--- src/rtl/ej32_divider_if.sv ---
// Handshake and operand/result bundle between the eJ32 arithmetic unit and its divider.
// The AU side uses the master modport; the divider uses the slave modport.
interface ej32_divider_if #(
    parameter int DSZ = 32
);
    logic           start;
    logic [DSZ-1:0] x;
    logic [DSZ-1:0] y;
    logic           busy;
    logic           done;
    logic           z;
    logic [DSZ-1:0] q;
    logic [DSZ-1:0] r;

    modport master (
        output start, x, y,
        input  busy, done, z, q, r
    );

    modport slave (
        input  start, x, y,
        output busy, done, z, q, r
    );
endinterface

--- src/rtl/ej32_divider.sv ---
// Sequential radix-2 restoring signed divider (Java idiv/irem semantics).
// Produces one quotient bit per clock on the magnitudes, then fixes signs in a final step.
module ej32_divider #(
    parameter int DSZ = 32,
    parameter int CW  = $clog2(DSZ + 1)
) (
    input  logic              clk,
    input  logic              rst,
    ej32_divider_if.slave     bus
);

    typedef enum logic [1:0] {
        IDLE = 2'd0,
        CALC = 2'd1,
        SIGN = 2'd2
    } state_t;

    localparam logic [DSZ-1:0] ZERO_C    = {DSZ{1'b0}};
    localparam logic [DSZ-1:0] ONE_C     = {{(DSZ-1){1'b0}}, 1'b1};
    localparam logic [CW-1:0]  CNT_ONE_C = {{(CW-1){1'b0}}, 1'b1};
    localparam logic [CW-1:0]  CNT_INI_C = CW'(DSZ);

    // Two's-complement negation, truncated to DSZ bits.
    function automatic logic [DSZ-1:0] neg_f(input logic [DSZ-1:0] v);
        return ~v + ONE_C;
    endfunction

    // Magnitude of a signed operand; MIN_INT maps onto its unsigned value 2^(DSZ-1).
    function automatic logic [DSZ-1:0] abs_f(input logic [DSZ-1:0] v);
        if (v[DSZ-1]) begin
            return neg_f(v);
        end else begin
            return v;
        end
    endfunction

    state_t         state_r, state_s;
    logic [DSZ-1:0] dvd_r,   dvd_s;
    logic [DSZ-1:0] dvs_r,   dvs_s;
    logic [DSZ:0]   rem_r,   rem_s;
    logic [CW-1:0]  cnt_r,   cnt_s;
    logic           sq_r,    sq_s;
    logic           sr_r,    sr_s;
    logic           busy_r,  busy_s;
    logic           done_r,  done_s;
    logic           z_r,     z_s;
    logic [DSZ-1:0] q_r,     q_s;
    logic [DSZ-1:0] r_r,     r_s;

    logic [DSZ:0]   rem_sh_s;
    logic [DSZ:0]   rem_diff_s;
    logic           rem_ge_s;
    logic           rem_msb_unused_s;

    // The partial remainder never reaches 2^DSZ after a restoring step, so its MSB only matters
    // transiently inside the shifted trial value.
    assign rem_sh_s         = {rem_r[DSZ-1:0], dvd_r[DSZ-1]};
    assign rem_diff_s       = rem_sh_s - {1'b0, dvs_r};
    assign rem_ge_s         = (rem_sh_s >= {1'b0, dvs_r});
    assign rem_msb_unused_s = rem_r[DSZ];

    // Next-state and next-datapath logic for the IDLE/CALC/SIGN sequencer.
    always_comb begin
        state_s = state_r;
        dvd_s   = dvd_r;
        dvs_s   = dvs_r;
        rem_s   = rem_r;
        cnt_s   = cnt_r;
        sq_s    = sq_r;
        sr_s    = sr_r;
        busy_s  = busy_r;
        done_s  = 1'b0;
        z_s     = z_r;
        q_s     = q_r;
        r_s     = r_r;

        case (state_r)
            IDLE: begin
                if (bus.start) begin
                    if (bus.y == ZERO_C) begin
                        q_s     = ZERO_C;
                        r_s     = bus.x;
                        z_s     = 1'b1;
                        done_s  = 1'b1;
                        busy_s  = 1'b0;
                        state_s = IDLE;
                    end else begin
                        dvd_s   = abs_f(bus.x);
                        dvs_s   = abs_f(bus.y);
                        rem_s   = {(DSZ+1){1'b0}};
                        cnt_s   = CNT_INI_C;
                        sq_s    = bus.x[DSZ-1] ^ bus.y[DSZ-1];
                        sr_s    = bus.x[DSZ-1];
                        busy_s  = 1'b1;
                        state_s = CALC;
                    end
                end else begin
                    busy_s  = 1'b0;
                    state_s = IDLE;
                end
            end

            CALC: begin
                if (rem_ge_s) begin
                    rem_s = rem_diff_s;
                    dvd_s = {dvd_r[DSZ-2:0], 1'b1};
                end else begin
                    rem_s = rem_sh_s;
                    dvd_s = {dvd_r[DSZ-2:0], 1'b0};
                end
                cnt_s  = cnt_r - CNT_ONE_C;
                busy_s = 1'b1;
                if (cnt_r == CNT_ONE_C) begin
                    state_s = SIGN;
                end else begin
                    state_s = CALC;
                end
            end

            SIGN: begin
                if (sq_r) begin
                    q_s = neg_f(dvd_r);
                end else begin
                    q_s = dvd_r;
                end
                if (sr_r) begin
                    r_s = neg_f(rem_r[DSZ-1:0]);
                end else begin
                    r_s = rem_r[DSZ-1:0];
                end
                z_s     = 1'b0;
                done_s  = 1'b1;
                busy_s  = 1'b0;
                state_s = IDLE;
            end

            default: begin
                busy_s  = 1'b0;
                state_s = IDLE;
            end
        endcase
    end

    // State register.
    always_ff @(posedge clk) begin
        if (rst) begin
            state_r <= IDLE;
        end else begin
            state_r <= state_s;
        end
    end

    // Datapath and registered handshake/result outputs.
    always_ff @(posedge clk) begin
        if (rst) begin
            dvd_r  <= {DSZ{1'b0}};
            dvs_r  <= {DSZ{1'b0}};
            rem_r  <= {(DSZ+1){1'b0}};
            cnt_r  <= {CW{1'b0}};
            sq_r   <= 1'b0;
            sr_r   <= 1'b0;
            busy_r <= 1'b0;
            done_r <= 1'b0;
            z_r    <= 1'b0;
            q_r    <= {DSZ{1'b0}};
            r_r    <= {DSZ{1'b0}};
        end else begin
            dvd_r  <= dvd_s;
            dvs_r  <= dvs_s;
            rem_r  <= rem_s;
            cnt_r  <= cnt_s;
            sq_r   <= sq_s;
            sr_r   <= sr_s;
            busy_r <= busy_s;
            done_r <= done_s;
            z_r    <= z_s;
            q_r    <= q_s;
            r_r    <= r_s;
        end
    end

    assign bus.busy = busy_r;
    assign bus.done = done_r;
    assign bus.z    = z_r;
    assign bus.q    = q_r;
    assign bus.r    = r_r;

endmodule
--- src/flat_wrapper.sv ---
// flat-port wrapper written by rule: the top's interface ports become plain ports
module ej32_divider_flat 
#(
    parameter int DSZ = 32,
    parameter int CW  = $clog2(DSZ + 1)
)
  (clk, rst, bus_start, bus_x, bus_y, bus_busy, bus_done, bus_z, bus_q, bus_r);
  ej32_divider_if #(.DSZ(DSZ)) bus_i ();
  input  logic clk;
  input  logic rst;
  input wire logic [$bits(bus_i.start)-1:0] bus_start;
  input wire logic [$bits(bus_i.x)-1:0] bus_x;
  input wire logic [$bits(bus_i.y)-1:0] bus_y;
  output wire logic [$bits(bus_i.busy)-1:0] bus_busy;
  output wire logic [$bits(bus_i.done)-1:0] bus_done;
  output wire logic [$bits(bus_i.z)-1:0] bus_z;
  output wire logic [$bits(bus_i.q)-1:0] bus_q;
  output wire logic [$bits(bus_i.r)-1:0] bus_r;
  assign bus_i.start = bus_start;
  assign bus_i.x = bus_x;
  assign bus_i.y = bus_y;
  assign bus_busy = bus_i.busy;
  assign bus_done = bus_i.done;
  assign bus_z = bus_i.z;
  assign bus_q = bus_i.q;
  assign bus_r = bus_i.r;
  ej32_divider #(.DSZ(DSZ), .CW(CW)) u_core (.clk(clk), .rst(rst), .bus(bus_i));
endmodule
--- config.mk ---
export PLATFORM = sky130hd
export DESIGN_NAME = ej32_divider_flat
export DESIGN_NICKNAME = d
export VERILOG_FILES = /design/src/rtl/ej32_divider_if.sv /design/src/rtl/ej32_divider.sv /design/src/flat_wrapper.sv
export SDC_FILE = /design/constraint.sdc
export NUM_CORES = 1
export LEC_CHECK = 0
export BUFFER_PORTS_ARGS = -buffer_cell sky130_fd_sc_hd__buf_2
export CORE_UTILIZATION = 39
export DETAILED_ROUTE_END_ITERATION = 8
export GPL_TIMING_DRIVEN = 0
export PLACE_DENSITY = 0.69
export SYNTH_ARGS = -nofsm -noshare
export SYNTH_HDL_FRONTEND = slang
export SYNTH_SLANG_ARGS = --single-unit
--- constraint.sdc ---
create_clock -name clk -period 8.5 [get_ports clk]
set_input_delay 1.7 -clock clk [delete_from_list [all_inputs] [get_ports clk]]
set_output_delay 1.7 -clock clk [all_outputs]
set_load 0.005 [all_outputs]
==> impl_metrics.py <==
metrics = {
    "status": {
        "run_status": "complete, no violations",
    },
    "detailed_routing": {
        "drc": 0,
        "first_pass_iters": 6,
        "via_per_inst": 5.55,
        "drtIter0Drc": 1046,
        "vias": 10900,
        "ant_nets": 0,
        "routed_wl_mm": 34.7,
        "routedWlPerCell_um": 17.7,
    },
    "setup_path": {
        "r2r_slack_ns": 4.46,
        "cp_max_fo": 10,
        "reg2reg_to": "u_core.rem_r[1]",
        "critPathKind": "input port to flip-flop",
        "crit_family": "simple AND/OR/NAND/NOR gates",
        "crit_end": "u_core.rem_r[5]",
        "crit_required_ns": 8.87,
        "path_buf_inv": 3,
        "reg2regPathDepth": 11,
        "cp_slowest_stage_delay_ns": 0.55,
        "critPathSlowestCell": "or4_1",
        "worstPathCellList": "buf_2, or4_1, or3_1, nor4_2, nand4_1, a21oi_1, nor2_1, nor2_1, clkbuf_1, clkbuf_1, nand2_1, o21ai_0",
        "crit_arrival_ns": 5.11,
        "startpoint": "bus_y[13]",
        "endpoint_kind": "flip-flop",
        "r2r-start": "u_core.rem_r[5]",
        "worstSetupStartpointType": "input port",
        "cp_num_cells": 12,
    },
    "yosys": {
        "netlist.area_leader.share_pct": 31.6,
        "ys_types": 63,
        "synth_edf_count": 0,
        "yosys-top-cells-area": "dfxtp_1 (32%), xnor2_1 (7.3%), nand2_1 (6.3%)",
        "synth_seq_cells": 173,
        "synth_fa_ha_area_share_pct": 4.52,
        "synth_top_family_by_area": "compound AO/OA/AOI/OAI gates",
        "yosysWarnings": 0,
        "synth_fp_nets": 1534,
        "async_flop_share_pct": 0,
        "syn_area_per_cell_um2": 7.68,
        "synthCells": 1428,
        "synth_top_area_cell": "dfxtp_1",
        "synthSimpleGateAreaFrac_pct": 21.1,
        "synth_ff_type": "dfxtp_1",
        "muxShareOfSynthArea_pct": 1.37,
        "synth-xor-area-share_pct": 11.8,
        "synth_seq_area_share_pct": 31.6,
        "synth-compound-area-share_pct": 24.2,
        "synth.cell_area_mm2": 0.0110,
    },
    "cells_and_area": {
        "fillCellCount": 2829,
        "drive_above_1_share_pct": 12.1,
        "diodes": 0,
        "layout_commonest_cell": "nand2_1",
        "nNetsFinal": 1685,
        "mostFrequentLayoutCells": "nand2_1 (183), dfxtp_1 (173), nor2_1 (156)",
        "fin_util_pct": 45.8,
        "areaGrowthSynthToFinish_pct": 15.7,
    },
    "placed_design": {
        "port_buffers": 131,
        "gp_congestion": 0.919,
        "hpwlAfterDp_mm": 27.7,
    },
    "timing": {
        "fin_tns_setup_ns": 0,
        "finalCritPeriodShare_pct": 55.8,
        "finClkSkew_ns": 0.0130,
        "drv_slew": 0,
        "worst_pin_slew_ns": 0.833,
        "finalHoldViolCount": 0,
        "max_freq_ghz": 0.211,
        "rsz0062_at_grt": "no",
        "min_period_ns": 4.75,
        "finalSetupViolations": 0,
        "slew_headroom_pct": 44.0,
    },
    "die": {
        "die_w_um": 170,
        "io_pins": 134,
        "die_y_um": 170,
        "start_util_pct": 39.6,
        "die_area_mm2": 0.0288,
        "rows": 61,
        "core_mm2": 0.0277,
    },
    "worst_hold_path": {
        "hp-class": "flip-flop to flip-flop",
    },
    "power_and_ir_drop": {
        "switchingPower_w": 0.00189,
        "power_frac_seq_pct": 25.4,
        "peakVddDrop_mv": 0.159,
        "combPwrFrac_pct": 55.5,
        "p_int_w": 0.00235,
        "p_leak_nw": 5.14,
        "swShare_pct": 44.6,
        "clock_power_share_pct": 19.1,
        "p_per_area_mw_per_mm2": 334,
    },
    "grt": {
        "grt_max_degree": 17,
        "grt_pass1_vias": 10300,
        "grt_overflow": 0,
        "grt_first_pass_wirelength_mm": 54.2,
        "grtUsageTotal_pct": 24.1,
        "antenna_found_initial": 0,
    },
    "cts": {
        "cts_max_level": 4,
        "cts_resized": 0,
        "clkTransAtPathRegs_ns": 0.07,
        "insertion_delay_ns": 0.44,
        "cts_buffers": 17,
        "ctsHoldBuffers": 0,
        "root_buffer": "clkbuf_16",
        "clock_sinks": 173,
        "clock_path_buffers": 2,
        "postCtsSetupRepairBufs": 0,
        "cts_tree": "yes",
    },
    "job": {
        "cap_violations": 0,
    },
}
-- routing by layer --
layer  GRT usage [%]  share of wire, %  up-vias
li1                -                 -     5406
met1            30.3                44     5038
met2            40.6                47      400
met3            3.87               6.2       65
met4            10.3               3.2        0
met5               0                 0        -
-- power by group through the flow --
stage / clock network, W / logic (W) / registers [W]
floorplan: 0 / 0.00182 / 0.00102
global placement: 0 / 0.00229 / 0.00108
detailed placement: 0 / 0.00232 / 0.00108
CTS: 0.000813 / 0.00233 / 0.00107
global route: 0.000845 / 0.00262 / 0.00109
finish: 0.000810 / 0.00235 / 0.00107
-- how the worst min path moves through the flow --
stage / slack, ns / depth (start not counted) / from / to
4_1_cts: 0.46 / 2 / u_core.dvs_r[14] / u_core.dvs_r[14]
2_1_floorplan: 0.43 / 2 / u_core.dvs_r[14] / u_core.dvs_r[14]
3_3_place_gp: 0.44 / 2 / u_core.dvs_r[14] / u_core.dvs_r[14]
6_report: 0.45 / 2 / u_core.dvs_r[14] / u_core.dvs_r[14]
5_1_grt: 0.48 / 2 / u_core.dvs_r[25] / u_core.dvs_r[25]
3_5_place_dp: 0.45 / 2 / u_core.dvs_r[14] / u_core.dvs_r[14]
-- worst register-to-register path: stages, from the launching register on --
cell      delay (ns)
dfxtp_1         0.57
ha_1            0.36
and3_1          0.17
a31o_2          0.23
a211oi_1        0.62
o41a_1          0.24
a211oi_1        0.09
o32ai_1         0.16
clkbuf_1        0.44
clkbuf_1        0.66
mux2i_1         0.28
o21ai_0         0.09
-- cells in the mapped netlist (7+ instances only) --
master,instances
a211oi_1,37
nor3_1,17
or3_1,15
a2111oi_0,11
o21ai_0,104
or4_1,16
a21o_1,8
inv_1,59
o41ai_1,20
clkbuf_1,84
nand2_1,183
or2_2,11
a311oi_1,32
nor4_1,12
ha_1,38
xor2_1,57
a222oi_1,13
dfxtp_1,173
nand3_1,35
mux2i_1,15
nor2_1,156
a31oi_1,7
and3_1,11
nand2b_1,14
xnor2_1,91
o31ai_1,30
a21oi_1,92
-- layout make-up --
class / instances / area [µm²] / share of cell area, %
Multi-Input combinational cell: 1101 / 6910 / 54.5
Timing Repair Buffer: 132 / 661 / 5.21
Clock buffer: 17 / 425 / 3.35
Buffer: 95 / 375 / 2.96
Inverter: 59 / 221 / 1.75
Tap cell: 378 / 473 / 3.73
Sequential cell: 173 / 3460 / 27.3
Clock inverter: 12 / 161 / 1.27
-- per-stage QoR --
| stage | setup slack [ns] | hold WS, ns | instance area [µm²] | power [W] | instances |
|---|---|---|---|---|---|
| after global routing | 3.55 | 0.479 | 12700 | 0.00455 | 1967 |
| after floorplan | 4.07 | 0.432 | 11000 | 0.00284 | 1428 |
| after global placement | 3.47 | 0.439 | 12100 | 0.00338 | 1937 |
| after detailed placement | 3.40 | 0.449 | 12100 | 0.00340 | 1938 |
| final | 3.75 | 0.453 | 12700 | 0.00424 | 1967 |
| after CTS | 3.84 | 0.456 | 12700 | 0.00420 | 1967 |
-- logic make-up after synthesis --
group	after synthesis
multiplexers	15
AND/OR/NAND/NOR	501
adder cells (fa/ha/maj)	39
XOR/XNOR	148
AO/OA/AOI/OAI	398
flip-flops	173
buffers and inverters	154
-- state kept, by name, summed over array words and instances, names as in the netlist --
name / flops
u_core.bus.busy: 1
u_core.bus.done: 1
u_core.bus.q: 32
u_core.bus.r: 32
u_core.bus.z: 1
u_core.cnt_r: 6
u_core.dvd_r: 32
u_core.dvs_r: 32
u_core.rem_r: 32
u_core.sq_r: 1
u_core.sr_r: 1
u_core.state_r: 2
No activity file was read; power rests on OpenSTA's default activity.
